$ cat src/rtl/hazard_unit_pkg.sv
// Shared definitions for the miniRV hazard controller: forward-select
// encodings, the shadow-entry flag layout, the bubble entry and the
// forward-priority helper.
package hazard_unit_pkg;

  // EX operand source encodings
  localparam logic [1:0] FWD_SEL_RF  = 2'd0;
  localparam logic [1:0] FWD_SEL_EX  = 2'd1;
  localparam logic [1:0] FWD_SEL_MEM = 2'd2;
  localparam logic [1:0] FWD_SEL_WB  = 2'd3;

  // Per-entry status flags; the rd field width follows REG_AW in the users
  typedef struct packed {
    logic valid;
    logic we;
    logic is_load;
  } entry_flags_t;

  localparam int FLAG_W    = $bits(entry_flags_t);
  localparam int STAGE_CNT = 3;  // EX, MEM, WB

  // An empty slot: nothing in flight, nothing written
  localparam entry_flags_t BUBBLE_FLAGS = '{valid: 1'b0, we: 1'b0, is_load: 1'b0};

  // The youngest producer holds the newest value, so EX beats MEM beats WB
  function automatic logic [1:0] pick_fwd(input logic m_ex, input logic m_mem,
                                          input logic m_wb);
    if (m_ex)       return FWD_SEL_EX;
    else if (m_mem) return FWD_SEL_MEM;
    else if (m_wb)  return FWD_SEL_WB;
    else            return FWD_SEL_RF;
  endfunction

endpackage

$ cat src/rtl/hazard_stage_reg.sv
// One shadow entry {valid, we, rd, is_load} tracking an in-flight
// instruction. Clear takes priority over load and produces a bubble.
module hazard_stage_reg
  import hazard_unit_pkg::*;
#(
  parameter int REG_AW = 5
) (
  input  logic              clk,
  input  logic              rst,
  input  logic              load,
  input  logic              clear,
  input  entry_flags_t      d_flags,
  input  logic [REG_AW-1:0] d_rd,
  output entry_flags_t      q_flags,
  output logic [REG_AW-1:0] q_rd
);

  // Entry register: async clear to a bubble, synchronous clear/load
  always_ff @(posedge clk or posedge rst) begin
    if (rst) begin
      q_flags <= BUBBLE_FLAGS;
      q_rd    <= '0;
    end else if (clear) begin
      q_flags <= BUBBLE_FLAGS;
      q_rd    <= '0;
    end else if (load) begin
      q_flags <= d_flags;
      q_rd    <= d_rd;
    end
  end

endmodule

$ cat src/rtl/hazard_unit.sv
// Pipeline hazard controller for the 5-stage miniRV core. Shadows the
// destination registers of the EX/MEM/WB instructions and produces stall,
// flush and forward-select controls.
// Optional build macro: HAZARD_PERF_EN adds stall/flush event counters.
module hazard_unit
  import hazard_unit_pkg::*;
#(
  parameter int REG_AW  = 5,
  parameter int FORWARD = 1
) (
  input  logic              cpu_clk,
  input  logic              cpu_rst,
  input  logic              id_have_inst,
  input  logic [REG_AW-1:0] id_rs1,
  input  logic [REG_AW-1:0] id_rs2,
  input  logic              id_read_rD1,
  input  logic              id_read_rD2,
  input  logic              id_rf_we,
  input  logic [REG_AW-1:0] id_rd,
  input  logic              id_is_load,
  input  logic              ex_jump,
`ifdef HAZARD_PERF_EN
  output logic [31:0]       perf_stall_cnt,
  output logic [31:0]       perf_flush_cnt,
`endif
  output logic              stall_pc,
  output logic              stall_if_id,
  output logic              flush_if_id,
  output logic              flush_id_ex,
  output logic [1:0]        fwd_rD1_sel,
  output logic [1:0]        fwd_rD2_sel
);

  // Index 0 = EX, 1 = MEM, 2 = WB
  entry_flags_t      sh_flags [STAGE_CNT];
  logic [REG_AW-1:0] sh_rd    [STAGE_CNT];
  logic [STAGE_CNT-1:0] m1;
  logic [STAGE_CNT-1:0] m2;

  entry_flags_t id_flags;
  logic         hazard;
  logic         stall;
  logic         ex_load_use;

  assign id_flags = '{valid: id_have_inst, we: id_rf_we, is_load: id_is_load};

  genvar gi;
  generate
    for (gi = 0; gi < STAGE_CNT; gi++) begin : g_stage
      if (gi == 0) begin : g_ex
        // EX captures the ID instruction, or a bubble when ID/EX is flushed
        hazard_stage_reg #(.REG_AW(REG_AW)) u_entry (
          .clk     (cpu_clk),
          .rst     (cpu_rst),
          .load    (1'b1),
          .clear   (flush_id_ex),
          .d_flags (id_flags),
          .d_rd    (id_rd),
          .q_flags (sh_flags[gi]),
          .q_rd    (sh_rd[gi])
        );
      end else begin : g_tail
        // MEM and WB simply advance every cycle
        hazard_stage_reg #(.REG_AW(REG_AW)) u_entry (
          .clk     (cpu_clk),
          .rst     (cpu_rst),
          .load    (1'b1),
          .clear   (1'b0),
          .d_flags (sh_flags[gi-1]),
          .d_rd    (sh_rd[gi-1]),
          .q_flags (sh_flags[gi]),
          .q_rd    (sh_rd[gi])
        );
      end

      // x0 is hardwired zero, so it never produces a dependency
      assign m1[gi] = sh_flags[gi].valid & sh_flags[gi].we & (sh_rd[gi] != '0)
                    & (sh_rd[gi] == id_rs1) & id_read_rD1;
      assign m2[gi] = sh_flags[gi].valid & sh_flags[gi].we & (sh_rd[gi] != '0)
                    & (sh_rd[gi] == id_rs2) & id_read_rD2;
    end
  endgenerate

  assign ex_load_use = sh_flags[0].is_load & (m1[0] | m2[0]);

  generate
    if (FORWARD != 0) begin : g_fwd
      // Only a load in EX cannot be bypassed in time
      assign hazard      = id_have_inst & ex_load_use;
      assign fwd_rD1_sel = pick_fwd(m1[0], m1[1], m1[2]);
      assign fwd_rD2_sel = pick_fwd(m2[0], m2[1], m2[2]);
    end else begin : g_nofwd
      // No bypass and no write-through RF: wait until every producer drains
      assign hazard      = id_have_inst & ((|m1) | (|m2));
      assign fwd_rD1_sel = FWD_SEL_RF;
      assign fwd_rD2_sel = FWD_SEL_RF;
    end
  endgenerate

  // A taken jump kills the ID instruction, so it overrides any stall;
  // reset masks the flushes so every control is quiet while held
  assign stall       = hazard & ~ex_jump & ~cpu_rst;
  assign stall_pc    = stall;
  assign stall_if_id = stall;
  assign flush_if_id = ex_jump & ~cpu_rst;
  assign flush_id_ex = (ex_jump | hazard) & ~cpu_rst;

  // is_load is only consulted in EX; the copies in MEM/WB travel along unused
  logic unused_flags;
  assign unused_flags = &{1'b0, sh_flags[1].is_load, sh_flags[2].is_load, ex_load_use};

`ifdef HAZARD_PERF_EN
  // Event counters: cycles spent stalled and cycles spent flushing IF/ID
  always_ff @(posedge cpu_clk or posedge cpu_rst) begin
    if (cpu_rst) begin
      perf_stall_cnt <= '0;
      perf_flush_cnt <= '0;
    end else begin
      if (stall_pc)    perf_stall_cnt <= perf_stall_cnt + 32'd1;
      if (flush_if_id) perf_flush_cnt <= perf_flush_cnt + 32'd1;
    end
  end
`endif

endmodule

$ cat config.mk
export PLATFORM = sky130hd
export DESIGN_NAME = hazard_unit
export DESIGN_NICKNAME = d
export VERILOG_FILES = /design/src/rtl/hazard_unit_pkg.sv /design/src/rtl/hazard_stage_reg.sv /design/src/rtl/hazard_unit.sv
export SDC_FILE = /design/constraint.sdc
export NUM_CORES = 1
export LEC_CHECK = 0
export BUFFER_PORTS_ARGS = -buffer_cell sky130_fd_sc_hd__buf_2
export CORE_MARGIN = 3
export CORE_UTILIZATION = 40
export DETAILED_ROUTE_END_ITERATION = 10
export GPL_ROUTABILITY_DRIVEN = 1
export PLACE_DENSITY = 0.72
export SYNTH_ARGS = -nofsm -noshare
export SYNTH_HDL_FRONTEND = slang
export SYNTH_SLANG_ARGS = --single-unit
$ cat constraint.sdc
create_clock -name cpu_clk -period 2.4 [get_ports cpu_clk]
set_input_delay 0.36 -clock cpu_clk [delete_from_list [all_inputs] [get_ports cpu_clk]]
set_output_delay 0.36 -clock cpu_clk [all_outputs]
set_load 0.005 [all_outputs]
# Yosys cells after proc, flatten, opt, wreduce, memory -nomap -nowiden

Index checks and enable logic that the tools add are counted.

RAM bits: 0
Bits in registers: 22
Bits in read-only memories: 0
Output and inout bits: 8
Latch bits: 0
Memories: 0

Divide/modulo/power cells: 0
Shifts and indexed selects: 0
Multiplexer cells: 8
$lt $le $gt $ge: 0
Add/sub/neg operators: 0
Bitwise gates (word level): 28
Reduce and logical (&&, ||, !) cells: 3
$mul: 0
Equal/unequal tests: 6

Operators with widths:

| operator          | count |
|---|---|
| $eq 5x5->1        | 6 |
| $and 1x1->1       | 24 |
| $reduce_bool 5->1 | 3 |
| $mux 2            | 6 |
| $mux 5            | 1 |
| $mux 3            | 1 |
| $not 1->1         | 2 |
| $or 1x1->1        | 2 |

# Longest topological paths before layout

Gate-level depths: netlist of run 1.

Depth after elaboration: 10
Mapped depth: 6
Mapped depth without buffers: 5

# Hierarchy

Synthesis of run 1 repeated with hierarchy kept, for this count alone.

Cells, all modules: 150
Area total of the unflattened synthesis: 1522.7 µm²

By module, submodules not included:

| module           | times used | cells each | seq. area each (µm²) | area an instance (µm²) |
|---|---|---|---|---|
| hazard_stage_reg | 3          | 27         | 200.2                | 329.1 |
| hazard_unit      | 1          | 69         | 0.0                  | 535.5 |

# Worst setup path after synthesis of run 1

Ideal clock, no wire load.

Path type: register to output
From: register g_stage[0].g_ex.u_entry.q_rd[3]
To: output stall_pc
Buffers on the path: 1
Required time: 2.040 ns
Data arrival time: 1.896 ns
Cell stages (with the launch flop): 7
Path slack: 0.144 ns
Cell sequence: dfrtp_1 xor2_1 nor4_4 nand3_2 a2111oi_4 nor2b_1 buf_4

Longest elaborated chain between the ends: 9
Elaborated cells between the ends (all ways): 13

Ends and longest elaborated chain:

| what                                        | line                                 | source |
|---|---|---|
| start: declaration                          | hazard_stage_reg.sv:15               | `output logic [REG_AW-1:0] q_rd` |
| start signal: assignment                    | hazard_stage_reg.sv:28               | `q_rd <= d_rd;` |
| $reduce_bool 5->1                           | hazard_unit.sv:77, hazard_unit.sv:79 |  |
| $and 1x1->1                                 | hazard_unit.sv:77, hazard_unit.sv:79 |  |
| $and 1x1->1 (on tied branches) (2 in a row) | hazard_unit.sv:78, hazard_unit.sv:80 |  |
| $or 1x1->1 *                                | hazard_unit.sv:84                    | `assign ex_load_use = sh_flags[0].is_load & (m1[0] \| m2[0]);` |
| $and 1x1->1 *                               | hazard_unit.sv:84                    |  |
| $and 1x1->1 *                               | hazard_unit.sv:89                    | `assign hazard = id_have_inst & ex_load_use;` |
| $and 1x1->1 * (2 in a row)                  | hazard_unit.sv:102                   | `assign stall = hazard & ~ex_jump & ~cpu_rst;` |
| end: declaration                            | hazard_unit.sv:26                    | `output logic stall_pc,` |

Mark *: on every way between the ends. The rest lies on a longest branch, timed or not.

# Worst setup path after layout of run 1

Ends and elaborated chain as after synthesis.

==> flow_summary.ini, run 1 <==
[sta]
achievable-frequency_mhz = 408
timing.final.setup_violations = 2
period_needed_ns = 2.45
worst_slew_margin_rel_pct = 79.5
final_hold_viol_count = 0
grt_setup_unrepaired = yes
final-max-slew-violation-count = 0
fin_crit_sh_pct = 102
timing.clock.skew_ns = 0.00245
worstMarginPinSlew_ns = 0.308
post-route-worst-setup-slack_ns = -0.0514

[drt]
detail_route.wl_per_cell_um = 13.6
totalWireLength_um = 2380
firstDrtPassIters = 4
routed-via-count = 882
initialDrtViolationCount = 11
drt.antenna.violating_nets = 0
number_of_remaining_drc_errors = 0
routed_via_density = 5.04

[yosys]
postSynthAreaPerCell_um2 = 10.8
syn-num-nets = 127
syn_std_cell_area_um2 = 1120
yosys_warnings = 0
synth-seq-area-share_pct = 49.1
synth_cell_type_count = 20
synth.ff_latch_count = 22
synthCells = 104

[grt]
grt_util_all_layers_pct = 15.3
antenna_found_initial = 0
overflow = 0
grt_start_max_net_pins = 23
first_global_vias = 946
global_route_wire_length_before_repair_um = 3990

[cts]
cts_hold_repair.buffers = 0
clock-root-buffer = clkbuf_4
cts_made_buffers = 3
tritoncts = built
clk_transition_reported_paths_ns = 0.10
htreeDepth = 1
maximum_count_of_clock_buffers_along_a_single_path = 2
numClockSinks = 22
insertion_delay_ns = 0.29

[critical_path]
cp.buffers_inverters = 1
crit_fanout = 3
crit_path_cell_trace = xor2_1 > nor4_4 > nand3_2 > a2111oi_4 > nor2b_2 > buf_2
timing.critical_path.depth = 6
critPathRequiredTime_ns = 2.04
reg2regPathDepth = 8
critical_path.reg2reg.startpoint = g_stage[0].g_ex.u_entry.q_rd[3]$_DFF_PP0_
critPathCapture = stall_pc
cp_data_arrival_time_ns = 2.09
critical_path.reg2reg.endpoint = g_stage[0].g_ex.u_entry.q_rd[3]$_DFF_PP0_
timing_worst_setup_path_type = register to output port
crit_end_category = output port
r2r_setup_slack_ns = 0.40
timing.critical_path.from = g_stage[0].g_ex.u_entry.q_rd[3]$_DFF_PP0_
slowest_stage = dfrtp_2
cell_family_contributing_the_most_delay_on_the_critical_path = simple AND/OR/NAND/NOR gates
setup.worst_path.start_class = register
cpPeakStageDelay_ns = 0.45

[final_layout]
area_growth_pct = 24.7
seqCellArea_um2 = 552
drive_gt1_share_pct = 32.4
fillCellCount = 249
antenna_cells_inserted = 0
multi_input_area_um2 = 559
layout.nets = 170

[placement]
dpl_worst_slack_ns = 0.182
place_hpwl_um = 1920
gp_congestion = 0.751
io_buffer_count = 30

[power_and_ir_drop]
vdd.ir_drop.worst_mv = 0.357
leakage_power_of_the_design_nw = 0.657
power.density_nw_per_um2 = 502
totalPowerFinal_w = 0.000702

[status]
violations = negative setup slack
result_of_the_run = complete, but fails checks

[job]
max-cap-violations = 0

[hold_path]
min_path_type = input port to async pin

[floorplanning]
number_of_standard_cell_rows_in_the_floorplan = 18
start_util_pct = 43.7
floorplan.io_pins = 31
chipHeight_um = 59.0
fp.coreArea_um2 = 2570
dieArea_um2 = 3480
die-width_um = 59.0
==> how the worst min path moves through the flow <==
stage	start	end	slack (ns)	cells past startpoint
after floorplan	g_stage[0].g_ex.u_entry.q_flags[1]$_DFF_PP0_	g_stage[1].g_tail.u_entry.q_flags[1]$_DFF_PP0_	0.35	0
after global placement	g_stage[0].g_ex.u_entry.q_flags[2]$_DFF_PP0_	g_stage[1].g_tail.u_entry.q_flags[2]$_DFF_PP0_	0.37	0
after detailed placement	g_stage[0].g_ex.u_entry.q_flags[2]$_DFF_PP0_	g_stage[1].g_tail.u_entry.q_flags[2]$_DFF_PP0_	0.36	0
after CTS	cpu_rst	g_stage[0].g_ex.u_entry.q_flags[0]$_DFF_PP0_	0.14	3
after global routing	cpu_rst	g_stage[0].g_ex.u_entry.q_rd[4]$_DFF_PP0_	0.14	3
final	cpu_rst	g_stage[1].g_tail.u_entry.q_rd[4]$_DFF_PP0_	0.14	3
==> cell usage in the layout, fill, tap and decap left out, drive strengths merged <==
master	netlist	final
buf	1	39
xor2	8	8
nand4	4	4
or4	3	3
dfrtp	22	22
a21oi	2	2
or3	1	1
nand2	11	11
nor2	13	13
nor2b	1	1
a2111oi	1	1
or2	1	1
clkbuf	0	3
nand3	5	5
o211ai	3	3
nor4	2	2
a41o	2	2
xnor2	22	22
inv	2	2
==> stage by stage <==
step / setup TNS (ns) / utilization, % / std cells / instance area, µm² / hold slack (ns)
3_3_place_gp: 0 / 51.6 / 166 / 1330 / 0.365
3_5_place_dp: 0 / 51.6 / 166 / 1330 / 0.364
4_1_cts: -0.221 / 54.3 / 175 / 1400 / 0.135
5_1_grt: -0.853 / 54.5 / 175 / 1400 / 0.144
2_1_floorplan: 0 / - / 104 / 1120 / 0.354
6_report: -0.102 / 54.5 / 175 / 1400 / 0.135
==> worst reg2reg max path, cell delays in order (launching register included) <==
cell and delay, ns:
dfrtp_2 0.45, xor2_1 0.20, nor4_4 0.29, nand3_2 0.14
a2111oi_4 0.41, buf_4 0.18, buf_4 0.09, buf_4 0.10
nor2_1 0.05
==> logic make-up (layout without fill, tap and decap cells) <==
group           count (synthesis)  count (layout)  synth area share, %
compound gates                  8               8                 7.14
xor+xnor                       30              30                 23.4
buf+inv                         3              44                 1.34
flops                          22              22                 49.1
simple gates                   41              41                 19.1
==> power breakdown <==
group	total, W	leakage (nW)	internal (W)	switching [W]
Clock	0.000155	0.0138	0.0000584	0.0000970
Sequential	0.000419	0.269	0.000394	0.0000244
Combinational	0.000129	0.374	0.0000645	0.0000640
Total	0.000702	0.657	0.000517	0.000185
==> registers in the layout (all words and copies together) (netlist names) <==
name                            cells
g_stage.g_ex.u_entry.q_rd           5
g_stage.g_ex.u_entry.q_flags        3
g_stage.g_tail.u_entry.q_flags      4
g_stage.g_tail.u_entry.q_rd        10
==> cells in the mapped netlist, drive strengths merged <==
library cell	number	share of area, %
nor4	2	2.5
inv	2	0.67
nor2	13	4.3
nand3	5	2.7
a2111oi	1	2.5
nor2b	1	0.56
or3	1	0.56
or2	1	0.56
a21oi	2	0.89
or4	3	2.0
xnor2	22	17
buf	1	0.67
o211ai	3	2.0
xor2	8	6.2
a41o	2	1.8
dfrtp	22	49
nand4	4	2.2
nand2	11	3.7
==> final cells by class <==
cell class | count | share of cell area, %
repair buffers | 39 | 15.8
flip-flops and latches | 22 | 39.4
clock buffers | 3 | 1.61
inverters | 2 | 0.536
well taps | 30 | 2.68
multi-input cells | 79 | 39.9
==> layer usage <==
layer  global-route usage (%)  routed length (µm)  vias up
met4                     5.83                  12        0
met1                     17.5                 947      416
li1                         -                   -      439
met3                     2.40                 145        2
met5                        0                   0        -
met2                     28.4                1280       25
==> repair_timing <==
action / CTS / global route
cloned: 0 / 0
setup buffers: 6 / 0
setup endpoints to repair: 6 / 7
pin swaps: 6 / 4
resized for setup: 1 / 2
No activity file was read; power rests on OpenSTA's default activity.
==> run 2, diff against run 1 <==
--- a/config.mk
+++ b/config.mk
@@ -7,10 +7,11 @@
 export LEC_CHECK = 0
 export BUFFER_PORTS_ARGS = -buffer_cell sky130_fd_sc_hd__buf_2
 export CORE_MARGIN = 3
-export CORE_UTILIZATION = 40
+export CORE_UTILIZATION = 50
 export DETAILED_ROUTE_END_ITERATION = 10
 export GPL_ROUTABILITY_DRIVEN = 1
-export PLACE_DENSITY = 0.72
+export PLACE_DENSITY = 0.85
 export SYNTH_ARGS = -nofsm -noshare
 export SYNTH_HDL_FRONTEND = slang
 export SYNTH_SLANG_ARGS = --single-unit
+export TNS_END_PERCENT = 100
==> flow_summary.ini, run 2 (synthesized netlist as in run 1, its figures left out) <==
[status]
result_of_the_run = complete, but fails checks
violations = negative setup slack

[final_layout]
largest_register_ffs = 10
fillCellCount = 150
layout.nets = 173
most_common_cell_after_layout_fill_and_taps_aside = buf_2
layout.cells.most_common_list = buf_2, xnor2_1, dfrtp_1
max_flop_register = g_stage.g_tail.u_entry.q_rd
largest_registers = g_stage.g_tail.u_entry.q_rd (10), g_stage.g_ex.u_entry.q_rd (5), g_stage.g_tail.u_entry.q_flags (4)
drive_gt1_share_pct = 35.8
area_growth_pct = 27.5
antenna_cells_inserted = 0

[critical_path]
r2r_setup_slack_ns = 0.56
cell_family_contributing_the_most_delay_on_the_critical_path = simple AND/OR/NAND/NOR gates
critPathRequiredTime_ns = 2.04
cp_data_arrival_time_ns = 2.08
setup.worst_path.start_class = register
slowest_stage = dfrtp_2
crit_path_cell_trace = xor2_2 > nor4_2 > nand3_1 > a2111oi_4 > nor2b_2 > buf_2
timing_worst_setup_path_type = register to output port
timing.critical_path.depth = 6
cp.buffers_inverters = 1
reg2regPathDepth = 6
crit_end_category = output port
cpPeakStageDelay_ns = 0.46
crit_fanout = 4

[cts]
clk_transition_reported_paths_ns = 0.11
cts_hold_repair.buffers = 0
numClockSinks = 22
htreeDepth = 1
maximum_count_of_clock_buffers_along_a_single_path = 2
tritoncts = built
cts_made_buffers = 3
insertion_delay_ns = 0.29
clock-root-buffer = clkbuf_4

[placement]
gp_congestion = 0.865
io_buffer_count = 30
place_hpwl_um = 1820

[hold_path]
min_path_type = input port to async pin

[power_and_ir_drop]
leakage_power_of_the_design_nw = 0.670
vdd.ir_drop.worst_mv = 0.384
totalPowerFinal_w = 0.000718
power.density_nw_per_um2 = 502

[grt]
global_route_wire_length_before_repair_um = 3860
grt_start_max_net_pins = 23
overflow = 0
antenna_found_initial = 0
first_global_vias = 897
grt_util_all_layers_pct = 19.3

[drt]
number_of_remaining_drc_errors = 0
detail_route.wl_per_cell_um = 15.4
firstDrtPassIters = 4
drt.antenna.violating_nets = 0
totalWireLength_um = 2690
routed_via_density = 5.42
routed-via-count = 948
initialDrtViolationCount = 20

[floorplanning]
number_of_standard_cell_rows_in_the_floorplan = 16
chipHeight_um = 53.4
start_util_pct = 55.0
fp.coreArea_um2 = 2040
floorplan.io_pins = 31
dieArea_um2 = 2850
die-width_um = 53.4

[job]
max-cap-violations = 0

[sta]
fin_crit_sh_pct = 102
final-max-slew-violation-count = 0
post-route-worst-setup-slack_ns = -0.0429
timing.final.setup_violations = 4
grt_setup_unrepaired = yes
timing.clock.skew_ns = 0.00854
final_hold_viol_count = 0
worstMarginPinSlew_ns = 0.304
hold_slack_ns = 0.155
achievable-frequency_mhz = 409
worst_slew_margin_rel_pct = 79.6
period_needed_ns = 2.44
[run 2: changes by cell type in the layout (fill, tap and decap cells not counted), sizes merged]
cell  previous run  this run
buf             39        42
[run 2: repair_timing]
action | CTS | global route
pin swaps | 5 | 10
gates resized for setup | 1 | 4
setup endpoints to repair | 5 | 5
setup buffers | 5 | 5
[run 2: layout make-up]
class	instances	area (µm²)	share of cell area, %
inverters	2	7.51	0.524
multi-input cells	79	576	40.2
clock buffers	3	22.5	1.57
well taps	27	33.8	2.36
flip-flops and latches	22	552	38.5
repair buffers	42	240	16.8
[run 2: final timing paths]
path / startpoint / to
min in group cpu_clk: id_rd[2] / g_stage[0].g_ex.u_entry.q_rd[2]$_DFF_PP0_
min: cpu_rst / g_stage[0].g_ex.u_entry.q_rd[3]$_DFF_PP0_
max in group asynchronous: cpu_rst / g_stage[0].g_ex.u_entry.q_rd[2]$_DFF_PP0_
max: g_stage[0].g_ex.u_entry.q_rd[2]$_DFF_PP0_ / stall_if_id
min reg2reg: g_stage[1].g_tail.u_entry.q_flags[1]$_DFF_PP0_ / g_stage[2].g_tail.u_entry.q_flags[1]$_DFF_PP0_
max reg2reg: g_stage[0].g_ex.u_entry.q_rd[2]$_DFF_PP0_ / g_stage[0].g_ex.u_entry.q_flags[0]$_DFF_PP0_
[run 2: tightest hold or removal path: stages]
cell	delay [ns]
buf_2	0.12
inv_1	0.08
buf_4	0.28
[run 2: routing by layer]
layer / track usage, % / vias up / wire length (µm)
li1: - / 440 / -
met1: 22.2 / 441 / 1020
met2: 34.5 / 59 / 1390
met3: 3.66 / 8 / 217
met4: 7.66 / 0 / 61
met5: 0 / - / 0
[run 2: power breakdown]
group	internal, W	leakage [nW]	total (W)	switching [W]
clock	0.0000583	0.0138	0.000154	0.0000957
sequential	0.000394	0.269	0.000416	0.0000218
combinational	0.0000722	0.387	0.000148	0.0000762
[run 2: per-stage QoR]
stage	utilization, %	cell area, µm²	setup TNS [ns]	setup WS, ns	cells
after floorplan	-	1120	0	0.144	104
after global placement	64.3	1310	0	0.263	162
after detailed placement	64.3	1310	0	0.218	162
after CTS	67.4	1380	-0.128	-0.0644	170
after global routing	70.1	1430	-0.677	-0.176	175
final	70.1	1430	-0.0911	-0.0429	175
